File: src/rtl/dual_port_split_ram_if.sv
// Bus bundle for dual_port_split_ram: a data port and an instruction port,
// plus the ready/error status lines.
interface dual_port_split_ram_if #(
    parameter int ADDR_WIDTH = 6,
    parameter int DATA_WIDTH = 6,
    parameter int INST_WIDTH = 21
);
    logic                  Ram_Ready;
    logic                  Ram_Access_Err;
    logic                  Ram_Data_Read;
    logic                  Ram_Data_Write;
    logic [ADDR_WIDTH-1:0] Ram_Addr;
    logic [DATA_WIDTH-1:0] Ram_Data_In;
    logic [DATA_WIDTH-1:0] Ram_Data_Out;
    logic                  Ram_Data_Valid;
    logic                  Ram_Inst_Read;
    logic                  Ram_Inst_Write;
    logic [ADDR_WIDTH-1:0] Inst_Addr;
    logic [INST_WIDTH-1:0] Ram_Inst_In;
    logic [INST_WIDTH-1:0] Ram_Inst_Out;
    logic                  Ram_Inst_Valid;

    modport master (
        output Ram_Data_Read, Ram_Data_Write, Ram_Addr, Ram_Data_In,
        output Ram_Inst_Read, Ram_Inst_Write, Inst_Addr, Ram_Inst_In,
        input  Ram_Ready, Ram_Access_Err,
        input  Ram_Data_Out, Ram_Data_Valid, Ram_Inst_Out, Ram_Inst_Valid
    );

    modport slave (
        input  Ram_Data_Read, Ram_Data_Write, Ram_Addr, Ram_Data_In,
        input  Ram_Inst_Read, Ram_Inst_Write, Inst_Addr, Ram_Inst_In,
        output Ram_Ready, Ram_Access_Err,
        output Ram_Data_Out, Ram_Data_Valid, Ram_Inst_Out, Ram_Inst_Valid
    );
endinterface

File: src/rtl/dual_port_split_ram.sv
// Split instruction/data word memory with independent data and instruction
// ports, registered reads, and an optional post-reset clear sequencer.
module dual_port_split_ram #(
    parameter int ADDR_WIDTH     = 6,
    parameter int DATA_WIDTH     = 6,
    parameter int INST_WIDTH     = 21,
    parameter bit CLEAR_ON_RESET = 1'b1
) (
    input  logic                   Clk,
    input  logic                   Rst,
    dual_port_split_ram_if.slave   bus
);
    localparam int DEPTH = 2 ** ADDR_WIDTH;

    typedef enum logic {CLEAR, RUN} state_t;

    state_t                r_state;
    logic [ADDR_WIDTH-1:0] r_clear_addr;
    logic                  r_ready;
    logic                  r_err;
    logic [DATA_WIDTH-1:0] r_data_out;
    logic                  r_data_valid;
    logic [INST_WIDTH-1:0] r_inst_out;
    logic                  r_inst_valid;

    // The word's two fields never share a write, so they live in separate
    // arrays; each port then owns exactly one array.
    logic [DATA_WIDTH-1:0] r_mem_d [DEPTH];
    logic [INST_WIDTH-1:0] r_mem_i [DEPTH];

    logic w_any_req;
    logic w_clear_last;

    assign w_any_req    = bus.Ram_Data_Read | bus.Ram_Data_Write |
                          bus.Ram_Inst_Read | bus.Ram_Inst_Write;
    assign w_clear_last = (r_clear_addr == {ADDR_WIDTH{1'b1}});

    always_ff @(posedge Clk) begin
        if (Rst) begin
            r_state      <= CLEAR_ON_RESET ? CLEAR : RUN;
            r_clear_addr <= '0;
            r_ready      <= 1'b0;
            r_err        <= 1'b0;
            r_data_out   <= '0;
            r_data_valid <= 1'b0;
            r_inst_out   <= '0;
            r_inst_valid <= 1'b0;
        end else begin
            r_err        <= 1'b0;
            r_data_out   <= '0;
            r_data_valid <= 1'b0;
            r_inst_out   <= '0;
            r_inst_valid <= 1'b0;
            case (r_state)
                CLEAR: begin
                    r_clear_addr <= r_clear_addr + ADDR_WIDTH'(1);
                    r_err        <= w_any_req;
                    if (w_clear_last) begin
                        r_state <= RUN;
                        r_ready <= 1'b1;
                    end
                end
                RUN: begin
                    r_ready <= 1'b1;
                    if (bus.Ram_Data_Read) begin
                        r_data_out   <= r_mem_d[bus.Ram_Addr];
                        r_data_valid <= 1'b1;
                    end
                    if (bus.Ram_Inst_Read) begin
                        r_inst_out   <= r_mem_i[bus.Inst_Addr];
                        r_inst_valid <= 1'b1;
                    end
                end
                default: r_state <= CLEAR;
            endcase
        end
    end

    // Array is never reset directly; reads above see pre-edge contents,
    // which gives read-first behaviour on a same-cycle read/write.
    always_ff @(posedge Clk) begin
        if (!Rst) begin
            if (r_state == CLEAR) begin
                r_mem_d[r_clear_addr] <= '0;
                r_mem_i[r_clear_addr] <= '0;
            end else begin
                if (bus.Ram_Data_Write)
                    r_mem_d[bus.Ram_Addr] <= bus.Ram_Data_In;
                if (bus.Ram_Inst_Write)
                    r_mem_i[bus.Inst_Addr] <= bus.Ram_Inst_In;
            end
        end
    end

    assign bus.Ram_Ready      = r_ready;
    assign bus.Ram_Access_Err = r_err;
    assign bus.Ram_Data_Out   = r_data_out;
    assign bus.Ram_Data_Valid = r_data_valid;
    assign bus.Ram_Inst_Out   = r_inst_out;
    assign bus.Ram_Inst_Valid = r_inst_valid;
endmodule

File: src/flat_wrapper.sv
// flat-port wrapper written by rule: the top's interface ports become plain ports
module dual_port_split_ram_flat 
#(
    parameter int ADDR_WIDTH     = 6,
    parameter int DATA_WIDTH     = 6,
    parameter int INST_WIDTH     = 21,
    parameter bit CLEAR_ON_RESET = 1'b1
)
  (Clk, Rst, bus_Ram_Data_Read, bus_Ram_Data_Write, bus_Ram_Addr, bus_Ram_Data_In, bus_Ram_Inst_Read, bus_Ram_Inst_Write, bus_Inst_Addr, bus_Ram_Inst_In, bus_Ram_Ready, bus_Ram_Access_Err, bus_Ram_Data_Out, bus_Ram_Data_Valid, bus_Ram_Inst_Out, bus_Ram_Inst_Valid);
  dual_port_split_ram_if #(.ADDR_WIDTH(ADDR_WIDTH), .DATA_WIDTH(DATA_WIDTH), .INST_WIDTH(INST_WIDTH)) bus_i ();
  input  logic Clk;
  input  logic Rst;
  input wire logic [$bits(bus_i.Ram_Data_Read)-1:0] bus_Ram_Data_Read;
  input wire logic [$bits(bus_i.Ram_Data_Write)-1:0] bus_Ram_Data_Write;
  input wire logic [$bits(bus_i.Ram_Addr)-1:0] bus_Ram_Addr;
  input wire logic [$bits(bus_i.Ram_Data_In)-1:0] bus_Ram_Data_In;
  input wire logic [$bits(bus_i.Ram_Inst_Read)-1:0] bus_Ram_Inst_Read;
  input wire logic [$bits(bus_i.Ram_Inst_Write)-1:0] bus_Ram_Inst_Write;
  input wire logic [$bits(bus_i.Inst_Addr)-1:0] bus_Inst_Addr;
  input wire logic [$bits(bus_i.Ram_Inst_In)-1:0] bus_Ram_Inst_In;
  output wire logic [$bits(bus_i.Ram_Ready)-1:0] bus_Ram_Ready;
  output wire logic [$bits(bus_i.Ram_Access_Err)-1:0] bus_Ram_Access_Err;
  output wire logic [$bits(bus_i.Ram_Data_Out)-1:0] bus_Ram_Data_Out;
  output wire logic [$bits(bus_i.Ram_Data_Valid)-1:0] bus_Ram_Data_Valid;
  output wire logic [$bits(bus_i.Ram_Inst_Out)-1:0] bus_Ram_Inst_Out;
  output wire logic [$bits(bus_i.Ram_Inst_Valid)-1:0] bus_Ram_Inst_Valid;
  assign bus_i.Ram_Data_Read = bus_Ram_Data_Read;
  assign bus_i.Ram_Data_Write = bus_Ram_Data_Write;
  assign bus_i.Ram_Addr = bus_Ram_Addr;
  assign bus_i.Ram_Data_In = bus_Ram_Data_In;
  assign bus_i.Ram_Inst_Read = bus_Ram_Inst_Read;
  assign bus_i.Ram_Inst_Write = bus_Ram_Inst_Write;
  assign bus_i.Inst_Addr = bus_Inst_Addr;
  assign bus_i.Ram_Inst_In = bus_Ram_Inst_In;
  assign bus_Ram_Ready = bus_i.Ram_Ready;
  assign bus_Ram_Access_Err = bus_i.Ram_Access_Err;
  assign bus_Ram_Data_Out = bus_i.Ram_Data_Out;
  assign bus_Ram_Data_Valid = bus_i.Ram_Data_Valid;
  assign bus_Ram_Inst_Out = bus_i.Ram_Inst_Out;
  assign bus_Ram_Inst_Valid = bus_i.Ram_Inst_Valid;
  dual_port_split_ram #(.ADDR_WIDTH(ADDR_WIDTH), .DATA_WIDTH(DATA_WIDTH), .INST_WIDTH(INST_WIDTH), .CLEAR_ON_RESET(CLEAR_ON_RESET)) u_core (.Clk(Clk), .Rst(Rst), .bus(bus_i));
endmodule
File: config.mk
export PLATFORM = sky130hd
export DESIGN_NAME = dual_port_split_ram_flat
export DESIGN_NICKNAME = d
export VERILOG_FILES = /design/src/rtl/dual_port_split_ram_if.sv /design/src/rtl/dual_port_split_ram.sv /design/src/flat_wrapper.sv
export SDC_FILE = /design/constraint.sdc
export NUM_CORES = 2
export LEC_CHECK = 0
export BUFFER_PORTS_ARGS = -buffer_cell sky130_fd_sc_hd__buf_4
export CAP_MARGIN = 40
export CORE_UTILIZATION = 35
export DETAILED_ROUTE_END_ITERATION = 8
export GPL_TIMING_DRIVEN = 0
export HOLD_SLACK_MARGIN = 0.06
export SLEW_MARGIN = 25
export SYNTH_ARGS = -nofsm -noshare
export SYNTH_HDL_FRONTEND = slang
export SYNTH_SLANG_ARGS = --single-unit
File: constraint.sdc
create_clock -name Clk -period 9.7 [get_ports Clk]
set_input_delay 1.94 -clock Clk [delete_from_list [all_inputs] [get_ports Clk]]
set_output_delay 1.94 -clock Clk [all_outputs]
set_load 0.03 [all_outputs]
==> summary.log <==
qor: status.run_status finished clean
qor: logic_synthesis.ys_types 57
qor: power_and_ir_drop.seq_power_share 0.527
qor: logic_synthesis.postSynthRegisterBits 1766
qor: cells_and_area.post_route_cells_drive_above_1_share 0.308
qor: cells_and_area.final-instance-count-excl-fill 6109
qor: floorplan.die_h 442 um
qor: routing.vias_per_cell 5.63
qor: timing.setup_slack_after_layout 4.54 ns
qor: clock_network.htree_num_levels 4
qor: clock_network.cts_root_buf sky130_fd_sc_hd__clkbuf_16
qor: critical_path.worstSetupStartpointType input port
qor: clock_network.clock_insertion_delay_worst_skew 0.84 ns
qor: floorplan.start_util 0.352
qor: power_and_ir_drop.pnr_total_power 0.0157 W
qor: logic_synthesis.synth-warning-count 0
qor: grt.grt_first_pass_wirelength 266000 um
qor: grt.grt_util_all_layers 0.192
qor: timing.min_period_over_period 0.532
qor: logic_synthesis.ys.flop_type sky130_fd_sc_hd__edfxtp_1
qor: hold_path.hold_path.class reg -> reg
qor: clock_network.tritoncts yes
qor: critical_path.reg2reg_from u_core.r_state
qor: clock_network.numClockSinks 1766
qor: placement.post-dp-hpwl 125000 um
qor: routing.routed-via-count 34400
qor: grt.first_global_vias 34000
qor: logic_synthesis.synth_async_reset_ratio 0
qor: clock_network.cts_inserted_buffers 178
qor: power_and_ir_drop.p_switching 0.00341 W
qor: job.max-cap-violations 0
qor: floorplan.core_region_area 192000 um2
qor: timing.setup_viol_count_final 0
qor: power_and_ir_drop.power.density_cell_area 196 nW/um2
qor: floorplan.die-width 442 um
qor: clock_network.clock_path_buffers 3
qor: power_and_ir_drop.power_frac_comb 0.036
qor: power_and_ir_drop.internal_power 0.0123 W
qor: cells_and_area.area_delta_synth_final 18.2%
qor: power_and_ir_drop.power.share.clock 0.437
qor: timing.max_freq 194 MHz
qor: placement.io_buffers 68
qor: placement.dp_worst_setup_slack 3.77 ns
qor: logic_synthesis.netlist_instances 3079
qor: logic_synthesis.postSynthAreaPerCell 22.0 um2
qor: timing.report.final.slew_viol_count 0
qor: placement.globalplace.congestion 0.918
qor: timing.worst_slew_margin_rel 0.359
qor: timing.finalWorstPathRequiredPeriod 5.16 ns
qor: logic_synthesis.post_synth_instance_area 67800 um2
qor: floorplan.top_level_ports 76
qor: grt.overflow 0
qor: clock_network.clkSlewWorstSetupHoldPaths 0.06 ns
qor: routing.route.antenna.remaining_nets 0
qor: routing.drt_iter0_markers 4725
qor: cells_and_area.final_net_count 3478
qor: placement.post-place-cells 5772
qor: routing.mean_routed_wirelength_per_cell 31.0 um
qor: logic_synthesis.post_synth_edffs 1728
qor: critical_path.worstSetupStartpoint bus_Inst_Addr[1]
qor: power_and_ir_drop.peak_supply_drop 0.157 mV
qor: timing.tightestPinTransition 0.938 ns
qor: routing.drt_pass_1_iters 5
qor: logic_synthesis.synth_sequential_area_ratio 0.777
qor: critical_path.critPathKind in -> reg
qor: clock_network.cts_resized 0
qor: clock_network.cts_setup_buffers 0
qor: clock_network.cts_hold_repair.buffers 0
qor: floorplan.die_area 195000 um2
qor: critical_path.crit_fanout 12
qor: timing.hold_slack 0.458 ns
qor: power_and_ir_drop.power.share.switching 0.217
qor: routing.drc 0
qor: power_and_ir_drop.power_leakage 28.2 nW
qor: critical_path.cp_data_required_time 10.17 ns
qor: critical_path.cp_data_arrival_time 5.63 ns
qor: logic_synthesis.synthesis.nets 3125
qor: critical_path.end_kind flip-flop
qor: timing.timing.clock.skew 0.0638 ns
qor: timing.hold_violations 0
qor: routing.wl 189000 um
qor: grt.antenna_found_initial 6
qor: grt.grt_start_max_net_pins 65
qor: floorplan.rows 161
qor: timing.setup_repair_after_global_routing_missed_its_margin no
qor: hold_path.min-delay-start u_core.bus.Ram_Ready
qor: timing.timing.setup.tns 0 ns
-- cell usage in the layout (no fill, tap or decap), types with 15 or more instances in the layout --
| cell | Yosys | final |
|---|---|---|
| sky130_fd_sc_hd__mux4_2 | 457 | 457 |
| sky130_fd_sc_hd__clkbuf_1 | 56 | 77 |
| sky130_fd_sc_hd__dfxtp_1 | 38 | 38 |
| sky130_fd_sc_hd__clkinv_1 | 0 | 42 |
| sky130_fd_sc_hd__o22ai_1 | 74 | 74 |
| sky130_fd_sc_hd__buf_12 | 0 | 22 |
| sky130_fd_sc_hd__nand2_1 | 104 | 104 |
| sky130_fd_sc_hd__nor2b_1 | 40 | 40 |
| sky130_fd_sc_hd__clkbuf_16 | 0 | 178 |
| sky130_fd_sc_hd__and2_4 | 0 | 25 |
| sky130_fd_sc_hd__nand3_1 | 52 | 52 |
| sky130_fd_sc_hd__edfxtp_1 | 1728 | 1728 |
| sky130_fd_sc_hd__buf_2 | 55 | 56 |
| sky130_fd_sc_hd__a211oi_1 | 30 | 30 |
| sky130_fd_sc_hd__buf_16 | 0 | 50 |
| sky130_fd_sc_hd__nor2_1 | 168 | 104 |
| sky130_fd_sc_hd__a31oi_1 | 15 | 15 |
| sky130_fd_sc_hd__buf_4 | 23 | 93 |
| sky130_fd_sc_hd__nor2_4 | 0 | 64 |
| sky130_fd_sc_hd__clkinv_2 | 0 | 36 |
| sky130_fd_sc_hd__buf_6 | 19 | 37 |
| sky130_fd_sc_hd__mux2i_1 | 35 | 35 |
-- registers in the layout, summed over array words and instances (netlist names) --
| signal | count |
|---|---|
| u_core.bus.Ram_Access_Err | 1 |
| u_core.r_state | 1 |
| u_core.bus.Ram_Data_Out | 6 |
| u_core.bus.Ram_Inst_Out | 21 |
| u_core.bus.Ram_Inst_Valid | 1 |
| u_core.bus.Ram_Data_Valid | 1 |
| u_core.r_mem_i | 1344 |
| u_core.r_clear_addr | 6 |
| u_core.bus.Ram_Ready | 1 |
| u_core.r_mem_d | 384 |
-- cell families (layout without fill, tap and decap cells) --
group	after synthesis	count (layout)	synth area share
flip-flops	1766	1766	0.777
other	0	3	0
AND/OR/NAND/NOR	450	450	0.0308
buffers and inverters	169	670	0.0139
XOR/XNOR	4	4	0.000517
AO/OA/AOI/OAI	191	191	0.0197
multiplexers	498	498	0.158
adder cells (fa/ha/maj)	1	1	0.000185
-- stage by stage --
step | util | area [um2]
2_1_floorplan | - | 67800
6_report | 0.416 | 80100
5_1_grt | 0.416 | 80100
3_3_place_gp | 0.371 | 71500
4_1_cts | 0.416 | 80000
3_5_place_dp | 0.386 | 74200
-- final timing paths --
path / end / slack (ns) / cells after the start
hold / removal: u_core.bus.Ram_Ready / 0.46 / 2
setup reg to reg: u_core.r_mem_i[41][8] / 5.62 / 8
hold reg to reg: u_core.bus.Ram_Ready / 0.46 / 2
setup / recovery: u_core.r_mem_i[43][7] / 4.54 / 10
-- metal layers --
layer / GRT usage / share of wire / routed length, um / up-vias
met5: 0 / 0.00014 / 27 / -
met4: 0.0547 / 0.029 / 5430 / 4
li1: - / - / - / 13700
met2: 0.300 / 0.47 / 88600 / 1765
met3: 0.0416 / 0.091 / 17200 / 299
met1: 0.271 / 0.41 / 77900 / 18600
-- Yosys cell counts, drive strengths merged, types with 2 or more instances --
library cell  number  share of area
edfxtp          1728           0.77
mux4             457           0.15
nor2             168         0.0093
buf              108          0.011
nand2            104         0.0058
o22ai             74         0.0068
clkbuf            56         0.0031
nand3             52         0.0038
nor2b             40         0.0037
dfxtp             38          0.011
mux2i             35         0.0052
a211oi            30         0.0033
and2              29         0.0027
o41ai             18         0.0025
a31oi             15         0.0014
nand3b            14         0.0016
o21ai             13        0.00096
nand2b            11         0.0010
nor3              10        0.00074
a21oi              7        0.00052
mux2               6         0.0010
inv                5        0.00028
o221ai             5        0.00065
or3                5        0.00046
a31o               4        0.00052
o31ai              4        0.00044
or3b               4        0.00052
a2111oi            3        0.00039
a22o               3        0.00039
nor4               3        0.00028
o21a               3        0.00033
or2                3        0.00028
xor2               3        0.00039
a21o               2        0.00022
a221oi             2        0.00026
and3               2        0.00018
and3b              2        0.00026
nand4              2        0.00018
o211ai             2        0.00022
-- critical path: stages --
cell                       delay (ns)
sky130_fd_sc_hd__buf_4           0.21
sky130_fd_sc_hd__buf_4           0.38
sky130_fd_sc_hd__buf_2           0.52
sky130_fd_sc_hd__clkbuf_1        0.48
sky130_fd_sc_hd__buf_8           0.22
sky130_fd_sc_hd__nand3_1         0.09
sky130_fd_sc_hd__o21ai_1         0.23
sky130_fd_sc_hd__nand3_1         0.52
sky130_fd_sc_hd__nor2_4          0.73
sky130_fd_sc_hd__buf_16          0.24
-- cell type report --
class	instances	area (um2)
antenna	3	7.51
buffer	164	930
clock buffer	208	4630
clock inverter	120	1220
fill	16500	112000
inverter	5	18.8
multi-input combinational	1144	14800
sequential	1766	52700
tap	2526	3160
timing repair buffer	173	2730
-- power by group through the flow --
stage | Sequential, W | Combinational [W] | Clock, W
3_3_place_gp | 0.00844 | 0.000537 | 0
3_5_place_dp | 0.00844 | 0.000564 | 0
2_1_floorplan | 0.00844 | 0.000321 | 0
6_report | 0.00828 | 0.000570 | 0.00687
5_1_grt | 0.00827 | 0.000587 | 0.00722
4_1_cts | 0.00828 | 0.000565 | 0.00694
Note: power is estimated with default switching activity, not from simulation.
